$ cat src/rtl/alu_nibble_sequencer_pkg.sv
// Shared definitions for the nibble-serial wide ALU: op-code encodings and legality check.
// No ports; imported by the sequencer and its testbench.
// Op encoding is {b_invert, func[1:0]}, and the 4-bit slice decodes it directly.
package alu_nibble_sequencer_pkg;

  typedef enum logic [2:0] {
    OP_AND = 3'b000,
    OP_OR  = 3'b001,
    OP_ADD = 3'b010,
    OP_SUB = 3'b110,
    OP_SLT = 3'b111
  } alu_op_e;

  // Codes 011, 100 and 101 have no defined wide meaning and are rejected up front.
  function automatic logic is_legal_op(input logic [2:0] op);
    return (op == OP_AND) || (op == OP_OR) || (op == OP_ADD) ||
           (op == OP_SUB) || (op == OP_SLT);
  endfunction

endpackage

$ cat src/rtl/alu_nibble_sequencer_if.sv
// Request/response bundle between a datapath master and the wide-ALU sequencer.
// master: drives start/a/b/op and observes busy/done/result/zero/cout.
// slave : the sequencer. There is no backpressure; start is honoured only while idle.
interface alu_nibble_sequencer_if #(
  parameter int NIBBLES = 4
);
  localparam int W = 4 * NIBBLES;

  logic         start;
  logic [W-1:0] a;
  logic [W-1:0] b;
  logic [2:0]   op;
  logic         busy;
  logic         done;
  logic [W-1:0] result;
  logic         zero;
  logic         cout;

  modport master (output start, a, b, op, input busy, done, result, zero, cout);
  modport slave  (input start, a, b, op, output busy, done, result, zero, cout);
endinterface

$ cat src/rtl/alu_nibble_sequencer_alu4bit.sv
// 4-bit ALU slice with carry-lookahead: AND/OR/ADD/SLT, where op[2] inverts b.
// Combinational (zero latency). Ports: a,b,op,cin,less in; result,cout,set,g,p,zero out.
// set is the raw sum MSB, which feeds a set-less-than decision higher up.
module alu_nibble_sequencer_alu4bit (
  input  logic [3:0] a,
  input  logic [3:0] b,
  input  logic [2:0] op,
  input  logic       cin,
  input  logic       less,
  output logic [3:0] result,
  output logic       cout,
  output logic       set,
  output logic       g,
  output logic       p,
  output logic       zero
);
  logic [3:0] bb, gi, pi, sum;
  logic [3:0] c;

  always_comb begin
    bb   = op[2] ? ~b : b;
    gi   = a & bb;
    pi   = a ^ bb;
    c[0] = cin;
    c[1] = gi[0] | (pi[0] & cin);
    c[2] = gi[1] | (pi[1] & gi[0]) | (pi[1] & pi[0] & cin);
    c[3] = gi[2] | (pi[2] & gi[1]) | (pi[2] & pi[1] & gi[0]) | (pi[2] & pi[1] & pi[0] & cin);
    g    = gi[3] | (pi[3] & gi[2]) | (pi[3] & pi[2] & gi[1]) | (pi[3] & pi[2] & pi[1] & gi[0]);
    p    = &pi;
    cout = g | (p & cin);
    sum  = pi ^ c;
    set  = sum[3];
    unique case (op[1:0])
      2'b00:   result = a & bb;
      2'b01:   result = a | bb;
      2'b10:   result = sum;
      default: result = {3'b000, less};
    endcase
    zero = (result == 4'h0);
  end
endmodule

$ cat src/rtl/alu_nibble_sequencer.sv
// Wide ALU built by running one 4-bit slice over NIBBLES cycles, LSB nibble first.
// Latency: done NIBBLES+1 cycles after accept (SLT +1, illegal op 1). Ports: clk, rst, bus(slave).
// No backpressure: start is sampled only in IDLE; requests while busy or during done are dropped.
module alu_nibble_sequencer
  import alu_nibble_sequencer_pkg::*;
#(
  parameter int NIBBLES = 4
) (
  input  logic                  clk,
  input  logic                  rst,
  alu_nibble_sequencer_if.slave bus
);
  localparam int W     = 4 * NIBBLES;
  localparam int CNT_W = (NIBBLES > 1) ? $clog2(NIBBLES) : 1;
  localparam logic [CNT_W-1:0] LAST = CNT_W'(NIBBLES - 1);

  typedef enum logic [1:0] {ST_IDLE, ST_RUN, ST_FIX, ST_DONE} state_e;

  state_e           state_q, state_d;
  logic [CNT_W-1:0] cnt_q, cnt_d;
  logic             carry_q, carry_d;
  logic             slt_q, slt_d;
  logic             zero_q, zero_d;
  logic             cout_q, cout_d;
  logic [2:0]       op_q, op_d;
  logic [W-1:0]     a_q, a_d, b_q, b_d, result_q, result_d;

  logic [3:0] sl_a, sl_b, sl_result;
  logic       sl_cout, sl_set;

  always_comb begin
    sl_a = a_q[int'(cnt_q) * 4 +: 4];
    sl_b = b_q[int'(cnt_q) * 4 +: 4];
  end

  // Carry reaches the next nibble only through carry_q, so slice cout never loops to cin.
  alu_nibble_sequencer_alu4bit u_slice (
    .a      (sl_a),
    .b      (sl_b),
    .op     (op_q),
    .cin    (carry_q),
    .less   (1'b0),
    .result (sl_result),
    .cout   (sl_cout),
    .set    (sl_set),
    .g      (),
    .p      (),
    .zero   ()
  );

  always_comb begin
    state_d  = state_q;
    cnt_d    = cnt_q;
    carry_d  = carry_q;
    slt_d    = slt_q;
    zero_d   = zero_q;
    cout_d   = cout_q;
    op_d     = op_q;
    a_d      = a_q;
    b_d      = b_q;
    result_d = result_q;
    unique case (state_q)
      ST_IDLE: begin
        if (bus.start) begin
          if (is_legal_op(bus.op)) begin
            a_d     = bus.a;
            b_d     = bus.b;
            op_d    = bus.op;
            cnt_d   = '0;
            carry_d = bus.op[2];  // SUB/SLT: +1 completes the two's complement of b
            state_d = ST_RUN;
          end else begin
            result_d = '0;
            zero_d   = 1'b1;
            cout_d   = 1'b0;
            state_d  = ST_DONE;
          end
        end
      end
      ST_RUN: begin
        result_d[int'(cnt_q) * 4 +: 4] = sl_result;
        carry_d = sl_cout;
        cnt_d   = cnt_q + 1'b1;
        if (cnt_q == LAST) begin
          cout_d  = sl_cout;
          slt_d   = sl_set;
          zero_d  = (result_d == '0);
          state_d = (op_q == OP_SLT) ? ST_FIX : ST_DONE;
        end
      end
      ST_FIX: begin
        // Raw sign of a-b, no overflow correction, matching the slice's own SLT.
        result_d = {{(W-1){1'b0}}, slt_q};
        cout_d   = 1'b0;
        zero_d   = ~slt_q;
        state_d  = ST_DONE;
      end
      default: state_d = ST_IDLE;
    endcase
  end

  always_ff @(posedge clk or posedge rst) begin
    if (rst) begin
      state_q  <= ST_IDLE;
      cnt_q    <= '0;
      carry_q  <= 1'b0;
      slt_q    <= 1'b0;
      zero_q   <= 1'b1;
      cout_q   <= 1'b0;
      op_q     <= '0;
      a_q      <= '0;
      b_q      <= '0;
      result_q <= '0;
    end else begin
      state_q  <= state_d;
      cnt_q    <= cnt_d;
      carry_q  <= carry_d;
      slt_q    <= slt_d;
      zero_q   <= zero_d;
      cout_q   <= cout_d;
      op_q     <= op_d;
      a_q      <= a_d;
      b_q      <= b_d;
      result_q <= result_d;
    end
  end

  assign bus.busy   = (state_q != ST_IDLE);
  assign bus.done   = (state_q == ST_DONE);
  assign bus.result = result_q;
  assign bus.zero   = zero_q;
  assign bus.cout   = cout_q;
endmodule

$ cat src/flat_wrapper.sv
// flat-port wrapper written by rule: the top's interface ports become plain ports
module alu_nibble_sequencer_flat import alu_nibble_sequencer_pkg::*;
#(
  parameter int NIBBLES = 4
)
  (clk, rst, bus_start, bus_a, bus_b, bus_op, bus_busy, bus_done, bus_result, bus_zero, bus_cout);
  alu_nibble_sequencer_if #(.NIBBLES(NIBBLES)) bus_i ();
  input  logic clk;
  input  logic rst;
  input wire logic [$bits(bus_i.start)-1:0] bus_start;
  input wire logic [$bits(bus_i.a)-1:0] bus_a;
  input wire logic [$bits(bus_i.b)-1:0] bus_b;
  input wire logic [$bits(bus_i.op)-1:0] bus_op;
  output wire logic [$bits(bus_i.busy)-1:0] bus_busy;
  output wire logic [$bits(bus_i.done)-1:0] bus_done;
  output wire logic [$bits(bus_i.result)-1:0] bus_result;
  output wire logic [$bits(bus_i.zero)-1:0] bus_zero;
  output wire logic [$bits(bus_i.cout)-1:0] bus_cout;
  assign bus_i.start = bus_start;
  assign bus_i.a = bus_a;
  assign bus_i.b = bus_b;
  assign bus_i.op = bus_op;
  assign bus_busy = bus_i.busy;
  assign bus_done = bus_i.done;
  assign bus_result = bus_i.result;
  assign bus_zero = bus_i.zero;
  assign bus_cout = bus_i.cout;
  alu_nibble_sequencer #(.NIBBLES(NIBBLES)) u_core (.clk(clk), .rst(rst), .bus(bus_i));
endmodule
$ cat config.mk
export PLATFORM = sky130hd
export DESIGN_NAME = alu_nibble_sequencer_flat
export DESIGN_NICKNAME = d
export VERILOG_FILES = /design/src/rtl/alu_nibble_sequencer_pkg.sv /design/src/rtl/alu_nibble_sequencer_if.sv /design/src/rtl/alu_nibble_sequencer_alu4bit.sv /design/src/rtl/alu_nibble_sequencer.sv /design/src/flat_wrapper.sv
export SDC_FILE = /design/constraint.sdc
export NUM_CORES = 1
export LEC_CHECK = 0
export BUFFER_PORTS_ARGS = -buffer_cell sky130_fd_sc_hd__buf_4
export CORE_UTILIZATION = 45
export CTS_BUF_LIST = sky130_fd_sc_hd__clkbuf_2
export CTS_CLUSTER_DIAMETER = 150
export CTS_CLUSTER_SIZE = 40
export DETAILED_ROUTE_END_ITERATION = 16
export GPL_ROUTABILITY_DRIVEN = 0
export PLACE_DENSITY = 0.66
export SYNTH_ARGS = -nofsm -noshare
export SYNTH_HDL_FRONTEND = slang
export SYNTH_SLANG_ARGS = --single-unit
$ cat constraint.sdc
create_clock -name clk -period 4 [get_ports clk]
set_input_delay 0.8 -clock clk [delete_from_list [all_inputs] [get_ports clk]]
set_output_delay 0.8 -clock clk [all_outputs]
set_load 0.1 [all_outputs]
==> results.ini <==
[run_status]
result_of_the_run = complete, no violations

[cells_and_area]
syn_to_final_growth_pct = 19.0
antennaDiodeCount = 0
final-instance-count-excl-fill = 434
post_route_cells_drive_above_1_share_pct = 28.4
final_nets = 390
final_area_sq_mm = 0.00392

[clock_network]
hold_buffers = 0
clk_root_buffer_cell = sky130_fd_sc_hd__clkbuf_2
clkSlewWorstSetupHoldPaths_ns = 0.17
clock_h_tree_levels = 3
tritoncts_clock_tree = built
cts_made_buffers = 9
post_cts.resized_instances = 0
tritoncts_num_sinks = 59
worstSkewPairLatency_ns = 0.47
cts_setup_buffers = 0
cts-root-to-sink-buffers = 2

[yosys]
yosys.area.top_type = sky130_fd_sc_hd__dfrtp_1
ys_async_sr_fraction_pct = 100
yosysUniqueCellTypes = 55
synthesis.area_per_instance_sq_um = 12.0
postSynthRegisterBits = 59
post_synth_most_frequent_cells = 58 x sky130_fd_sc_hd__dfrtp_1, 35 x sky130_fd_sc_hd__mux2_1, 19 x sky130_fd_sc_hd__inv_1
synth-seq-area-share_pct = 44.9
syn_area_sq_mm = 0.00329
syn-num-nets = 331
dominantRegCellSynth = sky130_fd_sc_hd__dfrtp_1
synth.most_common_cell = sky130_fd_sc_hd__dfrtp_1
post_synth_main_area_contributors = sky130_fd_sc_hd__dfrtp_1 44%, sky130_fd_sc_hd__mux2_1 12%, sky130_fd_sc_hd__ha_1 6.8%
synth_top_area_share_pct = 44.1
number_of_enable_type_register_cells_in_the_synthesized_netlist = 0
syn_inst_count = 274
synth.yosys.warnings = 0

[power]
p_per_area_mw_per_mm2 = 923
vdd_ir_drop_max_v = 0.000446
total_leakage_power_uw = 0.00187

[grt]
grt_pass1_vias = 2339
grt_pass1_wl_mm = 11.3
grt_max_degree = 45
remaining_overflow_grt = 0
initial_antenna_violation_count = 0
globalRouteTotalUtil_pct = 19.8

[floorplan]
die_area_sq_mm = 0.00766
die_w_um = 87.5
start_util_pct = 47.4
core_sq_mm = 0.00694
ioPinCount = 58
die_y_um = 87.5
core.rowCount = 30

[timing]
timing_worst_slew_pin_value_ns = 0.903
clock_skew_ns = 0.0164
fin_hold_ws_ns = 0.500
drv_slew = 0
final.setup.worst_slack_ns = 0.737
clock.fmax_mhz = 306
layout_min_cycle_time_ns = 3.26
timing.final.setup_violations = 0
final-hold-violation-count = 0
rsz_0062_raised_after_global_routing = false
setup_total_negative_slack_ns = 0
layout_worst_path_cycle_share_pct = 81.6
timing.max_slew.rel_slack_pct = 39.7

[setup_path]
ff2ff_path_depth = 9
cp_data_arrival_time_ns = 3.69
path_max_fanout = 16
required_ns = 4.43
ff2ff_setup_slack_ns = 0.74
regToRegEndpoint = u_core.bus.result[15]$_DFFE_PP0P_
crit_path_end_kind = register
timing.critical_path.from_type = register
timing.rr.start = u_core.cnt_q[0]$_DFFE_PP0P_
critical_path_class = register to register

[detailed_routing]
first_pass_iters = 4
detailedRoute.firstIterationViolations = 120
drcViolationCount = 0
antenna_violating_nets_post_route = 0
wirelength_mm = 6.84
detail_route.wl_per_cell_um = 15.8
route.vias.total = 2379
viasPerCell = 5.48

[placement]
detailedPlace.worstSlack_ns = 0.739
dpl_cell_area_sq_mm = 0.00379
dp_hpwl_mm = 5.08
numPlacedInstances = 418
portBuffers = 57

[min_path]
worst_hold_path_type = primary input to async pin

[job]
timing.max_cap.violations = 0

-- kinds of logic after synthesis --
kind of cell             after synthesis  share of synthesized area (%)
AO/OA/AOI/OAI                         60                           14.0
flip-flops                            59                           44.9
AND/OR/NAND/NOR                       52                           9.35
multiplexers                          45                           18.1
buffers and inverters                 33                           4.64
adder cells (fa/ha/maj)               19                           7.45
XOR/XNOR                               6                           1.60
-- worst max-delay path by stage --
stage | start | to | cells after the start | slack (ns)
finish | u_core.cnt_q[0]$_DFFE_PP0P_ | u_core.bus.result[15]$_DFFE_PP0P_ | 9 | 0.74
floorplan | u_core.cnt_q[1]$_DFFE_PP0P_ | u_core.bus.zero$_DFFE_PP1P_ | 10 | 1.01
global route | u_core.cnt_q[0]$_DFFE_PP0P_ | u_core.bus.result[7]$_DFFE_PP0P_ | 9 | 0.45
detailed placement | u_core.cnt_q[0]$_DFFE_PP0P_ | u_core.bus.result[15]$_DFFE_PP0P_ | 9 | 0.74
CTS | u_core.cnt_q[0]$_DFFE_PP0P_ | u_core.bus.result[7]$_DFFE_PP0P_ | 9 | 0.72
global placement | u_core.cnt_q[0]$_DFFE_PP0P_ | u_core.bus.result[3]$_DFFE_PP0P_ | 9 | 0.84
-- state kept, by name, indices dropped and copies added, names as in the netlist --
register and flops:
u_core.bus.result 16, u_core.cnt_q 2, u_core.bus.cout 1, u_core.carry_q 1, u_core.a_q 16, u_core.bus.zero 1
u_core.op_q 3, u_core.b_q 16, u_core.slt_q 1, u_core.state_q 2
-- placed cells by master (no fill, tap or decap), types with 2 or more instances in the layout --
cell type and count:
sky130_fd_sc_hd__buf_4 60, sky130_fd_sc_hd__dfrtp_1 58, sky130_fd_sc_hd__mux2_1 35, sky130_fd_sc_hd__inv_1 18
sky130_fd_sc_hd__ha_1 18, sky130_fd_sc_hd__a22o_1 17, sky130_fd_sc_hd__nand2_1 14, sky130_fd_sc_hd__a21oi_1 9
sky130_fd_sc_hd__clkbuf_2 9, sky130_fd_sc_hd__mux4_2 8, sky130_fd_sc_hd__nor2_1 8, sky130_fd_sc_hd__o21ai_1 7
sky130_fd_sc_hd__xor2_1 5, sky130_fd_sc_hd__o21ai_0 5, sky130_fd_sc_hd__nor3_1 5, sky130_fd_sc_hd__and4_1 4
sky130_fd_sc_hd__nand2b_1 3, sky130_fd_sc_hd__inv_2 3, sky130_fd_sc_hd__or4_1 3, sky130_fd_sc_hd__clkinv_2 3
sky130_fd_sc_hd__nand3b_1 2, sky130_fd_sc_hd__a21o_1 2, sky130_fd_sc_hd__or3b_1 2, sky130_fd_sc_hd__and3_1 2
sky130_fd_sc_hd__o22ai_1 2, sky130_fd_sc_hd__a211o_1 2, sky130_fd_sc_hd__o31ai_1 2, sky130_fd_sc_hd__mux2i_1 2
sky130_fd_sc_hd__a221oi_1 2, sky130_fd_sc_hd__clkinv_1 2, sky130_fd_sc_hd__bufinv_16 2
-- report_power, final --
part,switching [uW],total [uW],internal [uW]
sequential,201,1030,824
clock,218,418,200
combinational,1270,2170,903
total,1690,3610,1930
-- final cells by class --
class | instances | area [sq um]
clock buffer | 9 | 45.0
clock inverter | 7 | 82.6
fill | 620 | 3030
inverter | 21 | 78.8
multi-input combinational | 182 | 1660
sequential | 59 | 1480
tap | 96 | 120
timing repair buffer | 60 | 450
-- metal layers --
layer	up-vias	GRT usage (%)	wire length, um
met5	-	0	0
met2	64	31.8	3250
li1	1124	-	-
met3	12	5.28	340
met1	1179	26.1	3140
met4	0	6.86	112
-- critical path, cell delays in order, from the launching register on --
cell                      delay (ns)
sky130_fd_sc_hd__dfrtp_1        0.82
sky130_fd_sc_hd__mux4_2         0.41
sky130_fd_sc_hd__xor2_1         0.29
sky130_fd_sc_hd__inv_1          0.13
sky130_fd_sc_hd__ha_1           0.32
sky130_fd_sc_hd__a21oi_1        0.17
sky130_fd_sc_hd__nor2_1         0.08
sky130_fd_sc_hd__a211o_1        0.29
sky130_fd_sc_hd__o21ai_1        0.46
sky130_fd_sc_hd__a22o_1         0.24
-- metrics by stage --
stage	power, uW	util (%)
3_3_place_gp	3140	54.6
3_5_place_dp	3200	54.6
2_1_floorplan	2730	-
5_1_grt	3900	56.4
4_1_cts	3620	56.4
6_report	3610	56.4
Note: power is estimated with default switching activity, not from simulation.
